$ cat config.mk
export PLATFORM = sky130hd
export DESIGN_NAME = rect_source_flat
export DESIGN_NICKNAME = d
export VERILOG_FILES = /design/src/rtl/rect_source_if.sv /design/src/rtl/rect_source.sv /design/src/flat_wrapper.sv
export SDC_FILE = /design/constraint.sdc
export NUM_CORES = 1
export LEC_CHECK = 0
export ABC_AREA = 1
export CAP_MARGIN = 10
export CORE_MARGIN = 3
export CORE_UTILIZATION = 45
export DETAILED_ROUTE_END_ITERATION = 16
export GPL_ROUTABILITY_DRIVEN = 1
export PLACE_DENSITY = 0.69
export SYNTH_ARGS = -nofsm -noshare
export SYNTH_HDL_FRONTEND = slang
export SYNTH_SLANG_ARGS = --single-unit
$ cat constraint.sdc
create_clock -name clock -period 2.5 [get_ports clock]
set_input_delay 0.375 -clock clock [delete_from_list [all_inputs] [get_ports clock]]
set_output_delay 0.375 -clock clock [all_outputs]
set_load 0.005 [all_outputs]
$ cat src/rtl/rect_source_if.sv
// -----------------------------------------------------------------------------
// rect_source_if
// Handshake bundle between the rectangle-pair producer (rect_source) and the
// perimeter unit that consumes the pairs.
//
// Signals
//   a     [3:0]  side a offered by the producer
//   b     [3:0]  side b offered by the producer
//   dav_         data-available, active low, driven by the producer
//   rfd          ready-for-data, active high, driven by the consumer
//   p     [5:0]  perimeter result returned by the consumer
//
// Modports
//   master : producer view (drives a, b, dav_; reads rfd, p)
//   slave  : consumer view (reads a, b, dav_; drives rfd, p)
// -----------------------------------------------------------------------------
interface rect_source_if;
   logic [3:0] a;
   logic [3:0] b;
   logic       dav_;
   logic       rfd;
   logic [5:0] p;

   modport master (output a, output b, output dav_, input rfd, input p);
   modport slave  (input a, input b, input dav_, output rfd, output p);
endinterface : rect_source_if

$ cat src/rtl/rect_source.sv
// -----------------------------------------------------------------------------
// rect_source
// Stimulus source and on-chip checker for the perimeter unit. A start pulse
// launches a run of N_ITEMS rectangle side pairs. Each pair is offered over
// the active-low dav_/rfd handshake, the returned perimeter p is sampled once
// the consumer raises rfd again, and every p that differs from 2*(a+b)
// (6 bits, carries dropped) bumps a saturating error counter.
//
// Pair generation for index i (5 bits):
//   a = i[4:1] + A_OFF (mod 16),  b = i[3:0] + B_OFF (mod 16)
//
// Ports
//   clock      in   system clock, rising edge
//   reset      in   synchronous, active-high reset
//   start      in   one-cycle pulse, starts a run when idle
//   bus        if   rect_source_if.master (a, b, dav_ out; rfd, p in)
//   busy       out  high while a run is in progress
//   done       out  one-cycle pulse after the last item has been checked
//   err_count  out  [5:0] mismatches in the current/last run, saturating at 63
//   last_p     out  [5:0] last sampled p
//   timeout    out  sticky watchdog flag (only with RECT_SOURCE_TIMEOUT_EN)
//
// Build option
//   RECT_SOURCE_TIMEOUT_EN : adds an 8-bit watchdog over SETUP/REQ/ACK and the
//   timeout port. When undefined the block waits on the consumer indefinitely.
//
// All outputs come straight from flops; no input reaches an output
// combinationally.
// -----------------------------------------------------------------------------
module rect_source #(
   parameter int N_ITEMS      = 32,  // 1..32
   parameter int A_OFF        = 3,
   parameter int B_OFF        = 1,
   parameter int SETUP_CYCLES = 1    // 1..7
) (
   input  logic          clock,
   input  logic          reset,
   input  logic          start,
   rect_source_if.master bus,
   output logic          busy,
   output logic          done,
   output logic [5:0]    err_count,
   output logic [5:0]    last_p
`ifdef RECT_SOURCE_TIMEOUT_EN
   ,
   output logic          timeout
`endif
);

   typedef enum logic [2:0] {
      S_IDLE,
      S_SETUP,
      S_REQ,
      S_ACK,
      S_CHECK,
      S_DONE
   } state_t;

   localparam logic [4:0] LAST_IDX   = 5'(N_ITEMS - 1);
   localparam logic [2:0] SETUP_LAST = 3'(SETUP_CYCLES - 1);

   state_t     state_q,     state_d;
   logic [4:0] idx_q,       idx_d;
   logic [2:0] setup_cnt_q, setup_cnt_d;   // counts down remaining setup cycles
   logic [3:0] a_q,         a_d;
   logic [3:0] b_q,         b_d;
   logic       dav_n_q,     dav_n_d;
   logic       busy_q,      busy_d;
   logic       done_q,      done_d;
   logic [5:0] err_count_q, err_count_d;
   logic [5:0] last_p_q,    last_p_d;
`ifdef RECT_SOURCE_TIMEOUT_EN
   logic [7:0] wd_q,        wd_d;
   logic       timeout_q,   timeout_d;
`endif

   logic [5:0] expected_p;

   function automatic logic [3:0] side_a(input logic [4:0] i);
      return i[4:1] + 4'(A_OFF);
   endfunction

   function automatic logic [3:0] side_b(input logic [4:0] i);
      return i[3:0] + 4'(B_OFF);
   endfunction

   // a/b are zeroed while dav_ is high, so the reference is rebuilt from the
   // index rather than from the offered outputs. The 5-bit sum shifted left
   // fits 6 bits, so the mod-64 wrap is implicit.
   logic [4:0] side_sum;
   assign side_sum   = {1'b0, side_a(idx_q)} + {1'b0, side_b(idx_q)};
   assign expected_p = {side_sum, 1'b0};

   always_comb begin
      // NOTE: every _d starts from its held value so no branch leaves a
      // variable unassigned and no latch is inferred.
      state_d     = state_q;
      idx_d       = idx_q;
      setup_cnt_d = setup_cnt_q;
      a_d         = a_q;
      b_d         = b_q;
      dav_n_d     = dav_n_q;
      busy_d      = busy_q;
      done_d      = 1'b0;
      err_count_d = err_count_q;
      last_p_d    = last_p_q;
`ifdef RECT_SOURCE_TIMEOUT_EN
      timeout_d   = timeout_q;
`endif

      case (state_q)
         S_IDLE: begin
            if (start) begin
               state_d     = S_SETUP;
               idx_d       = 5'd0;
               setup_cnt_d = SETUP_LAST;
               a_d         = side_a(5'd0);
               b_d         = side_b(5'd0);
               busy_d      = 1'b1;
               err_count_d = 6'd0;
`ifdef RECT_SOURCE_TIMEOUT_EN
               timeout_d   = 1'b0;
`endif
            end
         end

         S_SETUP: begin
            // The setup count runs regardless of rfd; the request is raised
            // only once both the count has expired and rfd is seen high.
            if (setup_cnt_q == 3'd0 && bus.rfd) begin
               state_d = S_REQ;
               dav_n_d = 1'b0;
            end else if (setup_cnt_q != 3'd0) begin
               setup_cnt_d = setup_cnt_q - 3'd1;
            end
         end

         S_REQ: begin
            if (!bus.rfd) begin
               state_d = S_ACK;
               dav_n_d = 1'b1;
               a_d     = 4'd0;
               b_d     = 4'd0;
            end
         end

         S_ACK: begin
            if (bus.rfd) begin
               state_d = S_CHECK;
            end
         end

         S_CHECK: begin
            last_p_d = bus.p;
            if (bus.p != expected_p && err_count_q != 6'd63) begin
               err_count_d = err_count_q + 6'd1;
            end
            if (idx_q == LAST_IDX) begin
               state_d = S_DONE;
               done_d  = 1'b1;
               busy_d  = 1'b0;
            end else begin
               state_d     = S_SETUP;
               idx_d       = idx_q + 5'd1;
               setup_cnt_d = SETUP_LAST;
               a_d         = side_a(idx_q + 5'd1);
               b_d         = side_b(idx_q + 5'd1);
            end
         end

         S_DONE: begin
            state_d = S_IDLE;
         end

         default: begin
            state_d = S_IDLE;
         end
      endcase

`ifdef RECT_SOURCE_TIMEOUT_EN
      // Watchdog restarts on every state change; the 255th consecutive cycle
      // in a waiting state abandons the run.
      wd_d = 8'd0;
      if (state_d == state_q &&
          (state_q == S_SETUP || state_q == S_REQ || state_q == S_ACK)) begin
         if (wd_q == 8'd254) begin
            state_d   = S_DONE;
            dav_n_d   = 1'b1;
            a_d       = 4'd0;
            b_d       = 4'd0;
            busy_d    = 1'b0;
            done_d    = 1'b1;
            timeout_d = 1'b1;
         end else begin
            wd_d = wd_q + 8'd1;
         end
      end
`endif
   end

   always_ff @(posedge clock) begin
      // NOTE: every flop, index included, is reset so a reset in the middle of
      // a handshake drops dav_ back high on that same edge with no stale item.
      if (reset) begin
         state_q     <= S_IDLE;
         idx_q       <= 5'd0;
         setup_cnt_q <= 3'd0;
         a_q         <= 4'd0;
         b_q         <= 4'd0;
         dav_n_q     <= 1'b1;
         busy_q      <= 1'b0;
         done_q      <= 1'b0;
         err_count_q <= 6'd0;
         last_p_q    <= 6'd0;
`ifdef RECT_SOURCE_TIMEOUT_EN
         wd_q        <= 8'd0;
         timeout_q   <= 1'b0;
`endif
      end else begin
         // NOTE: non-blocking updates so every flop samples pre-edge values.
         state_q     <= state_d;
         idx_q       <= idx_d;
         setup_cnt_q <= setup_cnt_d;
         a_q         <= a_d;
         b_q         <= b_d;
         dav_n_q     <= dav_n_d;
         busy_q      <= busy_d;
         done_q      <= done_d;
         err_count_q <= err_count_d;
         last_p_q    <= last_p_d;
`ifdef RECT_SOURCE_TIMEOUT_EN
         wd_q        <= wd_d;
         timeout_q   <= timeout_d;
`endif
      end
   end

   assign bus.a     = a_q;
   assign bus.b     = b_q;
   assign bus.dav_  = dav_n_q;
   assign busy      = busy_q;
   assign done      = done_q;
   assign err_count = err_count_q;
   assign last_p    = last_p_q;
`ifdef RECT_SOURCE_TIMEOUT_EN
   assign timeout   = timeout_q;
`endif

endmodule : rect_source

$ cat src/flat_wrapper.sv
// flat-port wrapper written by rule: the top's interface ports become plain ports
module rect_source_flat 
#(
   parameter int N_ITEMS      = 32,          
   parameter int A_OFF        = 3,
   parameter int B_OFF        = 1,
   parameter int SETUP_CYCLES = 1           
)
  (clock, reset, start, busy, done, err_count, last_p, bus_a, bus_b, bus_dav_, bus_rfd, bus_p);
  rect_source_if bus_i ();
  input  logic clock;
  input  logic reset;
  input  logic start;
  output logic busy;
  output logic done;
  output logic [5:0] err_count;
  output logic [5:0] last_p;
  output wire logic [$bits(bus_i.a)-1:0] bus_a;
  output wire logic [$bits(bus_i.b)-1:0] bus_b;
  output wire logic [$bits(bus_i.dav_)-1:0] bus_dav_;
  input wire logic [$bits(bus_i.rfd)-1:0] bus_rfd;
  input wire logic [$bits(bus_i.p)-1:0] bus_p;
  assign bus_a = bus_i.a;
  assign bus_b = bus_i.b;
  assign bus_dav_ = bus_i.dav_;
  assign bus_i.rfd = bus_rfd;
  assign bus_i.p = bus_p;
  rect_source #(.N_ITEMS(N_ITEMS), .A_OFF(A_OFF), .B_OFF(B_OFF), .SETUP_CYCLES(SETUP_CYCLES)) u_core (.clock(clock), .reset(reset), .start(start), .bus(bus_i), .busy(busy), .done(done), .err_count(err_count), .last_p(last_p));
endmodule
==> impl_metrics.py, run 1 <==
metrics = {
    "outcome": {
        "status": "finished, final reports clean",
    },
    "yosys": {
        "yosys.area.top_type_share_pct": 34.45,
        "synth-edff-count": 0,
        "synth-async-reset-ratio_pct": 0,
        "synth_area_mm2": 0.001976,
        "synth_top_flop_cell": "dfxtp_1",
        "syn_avg_cell_area_um2": 6.932,
        "seq_area_frac_synth_pct": 34.45,
        "synth_seq_cells": 34,
        "netlist_top_cells_count": "nand2_1 (73), inv_1 (36), dfxtp_1 (34)",
        "synth_cells": 285,
        "yosys_warnings": 0,
        "syn-num-nets": 309,
        "synth.distinct_cells": 30,
        "synth_area_leaders": "dfxtp_1 (34%), nand2_1 (14%), ha_1 (8.9%)",
        "post-synth-top-count-cell": "nand2_1",
        "synth_top_area_cell": "dfxtp_1",
    },
    "clocking": {
        "numCtsBuffers": 5,
        "cts_buffer_depth": 2,
        "cts_setup_buffers": 0,
        "cts_sinks": 34,
        "cts.clk_slew.worst_paths_ns": 0.07,
        "h-tree-depth": 2,
        "clock_latency_ns": 0.29,
        "cts_tree": "done",
        "root_buffer": "clkbuf_8",
    },
    "place": {
        "gp_congestion": 0.8442,
        "dp_hpwl_um": 3142,
        "dp.cells": 365,
        "pre_cts_ws_ns": 0.1551,
        "portBuffers": 32,
    },
    "final_layout": {
        "synthToLayoutAreaGrowth_pct": 24.45,
        "nFillCells": 411,
        "fin_nets": 346,
        "diodes": 0,
        "drive_above_1_share_pct": 9.598,
        "final_cells": 373,
    },
    "setup_path": {
        "cp-start-kind": "flip-flop",
        "crit_required_ns": 2.73,
        "cp_slowest_cell": "dfxtp_1",
        "path_class": "flip-flop to flip-flop",
        "crit_chain": "ha_1 -> nand2_1 -> nand2_1 -> nand2_1 -> ha_1 -> a21oi_1 -> nand3b_1 -> nand2_1 -> nand2_2 -> o21bai_4 -> nand2_4 -> nand2_1 -> nand2_1 -> nor2_1",
        "cp-end-kind": "flip-flop",
        "cp_max_fo": 8,
        "cp.arrival_ns": 2.53,
        "slowest_delay_ns": 0.41,
        "crit_path_frequent_cell": "nand2_1",
    },
    "floorplan": {
        "io_pins": 33,
        "die_h_um": 72.26,
        "die_w_um": 72.26,
        "initial_core_util_pct": 48.01,
        "rows": 23,
        "core_area_mm2": 0.004115,
        "die_area_mm2": 0.005222,
    },
    "pwr": {
        "power_uw": 1759,
        "p_leak_uw": 0.001077,
        "power_per_cell_area_mw_per_mm2": 715.3,
        "peakVddDrop_mv": 0.4981,
    },
    "timing": {
        "timing.fmax_ghz": 0.4348,
        "fin_ws_ns": 0.2002,
        "setup-tns-final_ns": 0,
        "clock-skew-final_ns": 0.004868,
        "fin_crit_ns": 2.300,
        "maxSlewViolCount": 0,
        "fin_hold_ws_ns": 0.4469,
        "tightest_slew_ns": 0.5306,
        "slew-limit-headroom_pct": 64.59,
        "finalSetupViolations": 0,
        "hold_viol": 0,
        "fin_crit_sh_pct": 91.99,
    },
    "global_route": {
        "antenna_found_initial": 0,
        "overflow": 0,
        "grt_max_degree": 18,
        "grt_pass1_wl_um": 7307,
        "grtUsageTotal_pct": 17.54,
        "grt_pass1_vias": 1676,
    },
    "detailed_routing": {
        "vias": 1819,
        "antenna_left": 0,
        "drt-total-wl_um": 4309,
        "drtIter0Drc": 103,
        "avgRoutedWirePerCell_um": 11.55,
        "viasPerCell": 4.877,
        "drc": 0,
        "dr.pass1.iters": 4,
    },
    "flow_run": {
        "maxCapViolations": 0,
    },
    "worst_hold_path": {
        "hp-class": "flip-flop to flip-flop",
    },
}
==> cells by family (layout without fill, tap and decap cells) <==
| family | after synthesis | count (layout) | share of synthesized area (%) |
|---|---|---|---|
| simple gates | 139 | 139 | 31.48 |
| buf+inv | 45 | 83 | 8.993 |
| compound gates | 47 | 47 | 13.55 |
| flops | 34 | 34 | 34.45 |
| fa+ha+maj | 14 | 14 | 8.866 |
| xor+xnor | 6 | 6 | 2.660 |
==> layout by cell type (no fill, tap or decap), drive strengths merged <==
master,n
buf,3
nand3b,6
ha,14
inv,40
dfxtp,34
a22oi,1
and2,1
o21ai,18
nand2,77
clkdlybuf4s50,32
clkbuf,7
clkinv,1
a211oi,2
nand3,15
xnor2,6
nor3,2
a21oi,19
nor2,34
o211ai,2
or2,4
o21bai,1
a21boi,1
a31oi,3
==> power by group <==
group	leakage (uW)	internal (uW)	total [uW]	switching, uW
clock	0.0000482	222	425	203
sequential	0.000278	631	697	66.9
combinational	0.000751	277	636	359
==> area by class of cell <==
class / count / area [um^2] / share of cell area, %
clock inverters: 1 / 5.005 / 0.2036
inverters: 40 / 150.1 / 6.107
repair buffers: 35 / 342.8 / 13.94
multi-input cells: 206 / 1130 / 45.95
flip-flops and latches: 34 / 681.9 / 27.74
clock buffers: 7 / 86.33 / 3.511
well taps: 50 / 62.56 / 2.545
==> path summary, 6_finish.rpt <==
kind              startpoint                  end  slack, ns  cells after the start
max          u_core.idx_q[1]  u_core.err_count[3]       0.20                     14
max reg2reg  u_core.idx_q[1]  u_core.err_count[3]       0.20                     14
min              u_core.busy          u_core.busy       0.45                      2
min reg2reg      u_core.busy          u_core.busy       0.45                      2
==> routing by layer <==
metal	vias up	global-route usage, %	routed length, um
met4	0	5.846	48
met2	37	28.51	1936
met1	800	22.27	2101
met3	5	4.986	222
met5	-	0	0
li1	977	-	-
==> worst max-delay path: cells and delay by family (launching register included) <==
family	cells	cell delay, ns
and+or+nand+nor	10	0.84
AOI/OAI and AO/OA	2	0.41
adders and majority gates	2	0.58
DFF	1	0.41
==> registers in the layout, indices dropped and copies added (netlist names) <==
name	flops
u_core.bus.b	4
u_core.bus.a	4
u_core.state_q	3
u_core.last_p	6
u_core.busy	1
u_core.idx_q	5
u_core.setup_cnt_q	3
u_core.done	1
u_core.err_count	6
u_core.bus.dav_	1
==> through the flow <==
| step | utilization (%) | cell area, um^2 |
|---|---|---|
| 2_1_floorplan | - | 1976 |
| 3_3_place_gp | 57.19 | 2354 |
| 3_5_place_dp | 57.19 | 2354 |
| 4_1_cts | 59.41 | 2445 |
| 5_1_grt | 59.74 | 2459 |
| 6_report | 59.74 | 2459 |
==> repair_timing <==
| item | CTS | global route |
|---|---|---|
| endpoints found under the setup margin | 0 | 4 |
| hold buffers | 0 | 0 |
| resized for setup | 0 | 2 |
| hold endpoints to repair | 0 | 0 |
No activity file was read; power rests on OpenSTA's default activity.
==> run 2, diff against run 1 <==
- CTS_CLUSTER_SIZE: unset -> 20
==> results of run 2 <==
The final DEF is identical to that of run 1; final timing and power are the same.
==> variant 1, RTL diff (flow settings as in run 2) <==
Encoding of `state_t`: now one-hot (6 bits for 6 states).
--- a/src/rtl/rect_source.sv
+++ b/src/rtl/rect_source.sv
@@ -47,13 +47,13 @@
 `endif
 );
 
-   typedef enum logic [2:0] {
-      S_IDLE,
-      S_SETUP,
-      S_REQ,
-      S_ACK,
-      S_CHECK,
-      S_DONE
+   typedef enum logic [5:0] {
+      S_IDLE  = 6'b000001,
+      S_SETUP = 6'b000010,
+      S_REQ   = 6'b000100,
+      S_ACK   = 6'b001000,
+      S_CHECK = 6'b010000,
+      S_DONE  = 6'b100000
    } state_t;
 
    localparam logic [4:0] LAST_IDX   = 5'(N_ITEMS - 1);
Formal check against the unedited RTL: no difference found for any inputs over 10 cycles, from zero or initial values and one cycle with reset high; not proved beyond that.
==> variant 1 against run 2 <==
- wire length is 10% higher
- synthesized area is 6.0% higher
- highest routed layer unchanged
- critical path type unchanged
- global-route usage is 1.3 points higher
- critical path depth is 2 lower
- sequential cell count is 3 higher
- worst setup slack worse by 2.9 ps
- cell area is 7.5% higher
- hold slack better by 14 ps
Power is not compared: it rests on default switching activity, and its combinational part moved more than twofold at a synthesized area within 25%.
==> variant 1: results (changes against run 2) <==
[cells_and_area]
buf_share_pct = 13.8  ; -0.12 points
clockNetworkAreaShare_pct = 4.40  ; +0.69 points
fillCellCount = 423  ; +2.9%
drive_above_1_share_pct = 13.3  ; +3.7 points
numSequentialCells = 37  ; +8.8%
buffers = 38  ; +8.6%
seq_share_pct = 28.2  ; +0.44 points
n_all_inverters = 36  ; -10%
multi_input_area_share_pct = 46.0  ; +0.069 points

[grt]
grt_util_all_layers_pct = 18.8  ; +1.3 points
grt_pass1_vias = 1788  ; +6.7%
grt_use_met2_pct = 31.0  ; +2.5 points
globalRouteMet1Util_pct = 25.1  ; +2.8 points
grt_pass1_wl_mm = 8.15  ; +12%

[setup_path]
cp.arrival_ps = 2480  ; -50 ps
cp_max_fo = 12  ; +4
crit_slowest_cell = fa_1
cp_top_family = adder cells
reg2reg_depth = 12  ; -2
critPathMaxStageDelay_ps = 460  ; +50 ps

[synthesis]
yosys-top-cells-count = nand2_1 (48), dfxtp_1 (37), inv_1 (31)
seq_area_frac_synth_pct = 35.4  ; +0.93 points
avgSynthCellArea_sq_um = 7.34  ; +6.0%
synth_top_cells_by_area = dfxtp_1 (35%), nand2_1 (8.6%), ha_1 (7.8%)
yosysUniqueCellTypes = 37  ; +23%

[detailed_routing]
drt-initial-drc-count = 106  ; +2.9%
vias = 1902  ; +4.6%
wire_per_inst_microns = 12.7  ; +9.6%

[placement]
dp_cells = 367  ; +0.55%
dp_hpwl_mm = 3.48  ; +11%
gp_congestion = 0.827  ; -2.1%
post_dp_cell_area_sq_mm = 0.00249  ; +5.7%

[timing]
tightest_slew_ps = 698  ; +167 ps
fin_ws_ps = 197  ; -2.91 ps

[hold_path]
min_to = u_core.setup_cnt_q[1]
worstHoldStart = u_core.setup_cnt_q[1]

[floorplan]
nWellTaps = 52  ; +4.0%

[status]
status = completed

[pwr]
pg_comb_mw = 1.31

-- variant 1: metrics by stage --
step                hold slack, ps  utilization [%]
floorplan                      439                -
global placement               450             56.3
detailed placement             450             56.3
CTS                            462             59.0
global route                   480             59.9
finish                         461             59.9
-- variant 1: cell families after synthesis --
kind of cell    Yosys count  synth area share (%)
fa+ha+maj                14                  8.73
buf+inv                  44                  8.19
simple gates            126                  29.6
xor+xnor                  7                  2.93
flops                    37                  35.4
compound gates           57                  15.2
-- variant 1: metal layers --
layer	share of wire [%]	vias up
li1	-	1007
met1	49	870
met2	48	19
met3	2.8	6
met4	0.88	0
met5	0	-
-- variant 1: what timing repair did --
item / in CTS / in global routing
gates resized for setup: 1 / 8
buffers inserted: 0 / 0
setup endpoints to repair: 6 / 6
pin swaps: 0 / 0
-- variant 1: worst min-delay path: cells and delay by family (launching register included) --
kind / cells / cell delay, ps
AOI/OAI and AO/OA: 1 / 50
DFF: 1 / 310
and+or+nand+nor: 1 / 60
==> variant 2, RTL diff (settings of run 2) <==
Made on the original files. `N_ITEMS` is set to 32 in 2 places; all go to 16.
--- a/src/rtl/rect_source.sv
+++ b/src/rtl/rect_source.sv
@@ -28,7 +28,7 @@
 // combinationally.
 // -----------------------------------------------------------------------------
 module rect_source #(
-   parameter int N_ITEMS      = 32,  // 1..32
+   parameter int N_ITEMS      = 16,  // 1..32
    parameter int A_OFF        = 3,
    parameter int B_OFF        = 1,
    parameter int SETUP_CYCLES = 1    // 1..7
--- a/src/flat_wrapper.sv
+++ b/src/flat_wrapper.sv
@@ -1,7 +1,7 @@
 // flat-port wrapper written by rule: the top's interface ports become plain ports
 module rect_source_flat 
 #(
-   parameter int N_ITEMS      = 32,          
+   parameter int N_ITEMS      = 16,          
    parameter int A_OFF        = 3,
    parameter int B_OFF        = 1,
    parameter int SETUP_CYCLES = 1           
Behaviour: same outputs for any inputs over 10 cycles, from zero or initial values and one cycle with reset high; that may be too few to reach the edited logic, so the function may still have changed.
==> variant 2 against run 2 <==
- cell area is 1.1% higher
- critical path depth fell by 2
- combinational power increased by 15%
- maximum frequency is 1.2% higher
- hold slack improved by 11 ps
- wire length is 2.7% higher
- die area is 1.5% higher
- worst setup slack better by 28 ps
- sequential cell count stayed put
- clock skew up 2.4 ps
- critical path type unchanged
- total power is 6.3% higher
- synthesized area increased by 1.6%
==> variant 2: results (changes against run 2) <==
[synthesis]
synth_top_cells_by_area = dfxtp_1 (34%), nand2_1 (14%), ha_1 (8.7%)
ys_warn_count = 0  ; unchanged
yosysUniqueCellTypes = 33  ; +10%
yosys-top-cells-count = nand2_1 (73), inv_1 (36), dfxtp_1 (34)
synthesis.nets = 315  ; +1.9%
seq_area_frac_synth_pct = 33.9  ; -0.56 points

[detailed_routing]
vias = 1885  ; +3.6%
drt.antenna.violating_nets = 0  ; unchanged
drt-initial-drc-count = 85  ; -17%
wire_per_inst_microns = 11.7  ; +1.1%
drt-pass1-iter-count = 5  ; +1

[placement]
io_buffers = 32  ; unchanged
gp_congestion = 0.841  ; -0.34%
dp_hpwl_mm = 3.29  ; +4.6%

[hold_path]
worstHoldPathType = flop to flop

[timing]
fin_setup_tns_ps = 0  ; unchanged
skew_ps = 7.27  ; +2.40 ps
tightest_slew_ps = 533  ; +1.95 ps

[grt]
grt_pass1_wl_mm = 7.92  ; +8.4%
grt_util_all_layers_pct = 18.9  ; +1.4 points
grt_pass1_vias = 1763  ; +5.2%
antenna_found_initial = 0  ; unchanged
grt_max_degree = 19  ; +1

[setup_path]
cp.arrival_ps = 2500  ; -30 ps
cp_max_fo = 10  ; +2

[status]
status = completed

[pwr]
ir_worst_vdd_mv = 0.358  ; -28%
leakage_nw = 1.10  ; +2.4%

[clocking]
root_buffer = clkbuf_8

[cells_and_area]
final_nets = 352  ; +1.7%
drive_above_1_share_pct = 10.6  ; +1.0 points
fillCellCount = 414  ; +0.73%

variant 2: cell types whose count changed after synthesis, sizes merged, moves of 2 or more:
cell / run 2 / this run
xnor2: 6 / 3
or2: 4 / 6
nand3b: 6 / 4
inv: 40 / 44
o21ai: 18 / 20
variant 2: cell type report:
class,count,area [sq um],area share (%)
tap,50,62.6,2.52
clock buffer,5,68.8,2.77
inverter,44,168,6.74
clock inverter,3,21.3,0.856
sequential,34,684,27.5
timing repair buffer,35,343,13.8
multi-input combinational,208,1140,45.8
variant 2: metrics by stage:
stage | instance area (sq um) | cells | power (mW) | worst slack (ps)
2_1_floorplan | 2010 | 291 | 1.22 | 256
3_3_place_gp | 2390 | 371 | 1.47 | 279
3_5_place_dp | 2390 | 371 | 1.47 | 197
4_1_cts | 2480 | 379 | 1.89 | 188
5_1_grt | 2490 | 379 | 2.06 | 9.23
6_report | 2490 | 379 | 1.87 | 228
variant 2: path summary, 6_finish.rpt:
kind | start | cells past startpoint | endpoint | slack, ps
max | u_core.idx_q[0] | 12 | u_core.err_count[2] | 230
min | u_core.busy | 2 | u_core.busy | 460
max reg2reg | u_core.idx_q[0] | 12 | u_core.err_count[2] | 230
min reg2reg | u_core.busy | 2 | u_core.busy | 460
variant 2: metal layers:
metal	up-vias	GRT usage [%]	routed length, microns
li1	996	-	-
met4	0	6.76	59
met3	10	3.72	175
met1	835	25.8	2230
met5	-	0	0
met2	44	29.7	1960
variant 2: worst max-delay path, cell delays in order (launching register included):
cell,delay [ps]
dfxtp_2,370
ha_1,210
or2_1,200
and2_1,150
ha_1,350
nand3b_1,200
nand3b_1,100
nand3_1,120
o21bai_4,200
nand2_4,110
nand2_1,80
nand2_1,40
nor2_1,100
variant 2: cell families after synthesis:
family / share of synthesized area (%)
XOR/XNOR: 1.74
flip-flops: 33.9
AND/OR/NAND/NOR: 32.4
AO/OA/AOI/OAI: 13.8
buffers and inverters: 9.41
adder cells (fa/ha/maj): 8.72
variant 2: where the power goes:
part / total [mW] / internal, mW / switching [mW]
Combinational: 0.734 / 0.312 / 0.422
Sequential: 0.725 / 0.649 / 0.0765
Clock: 0.411 / 0.196 / 0.216
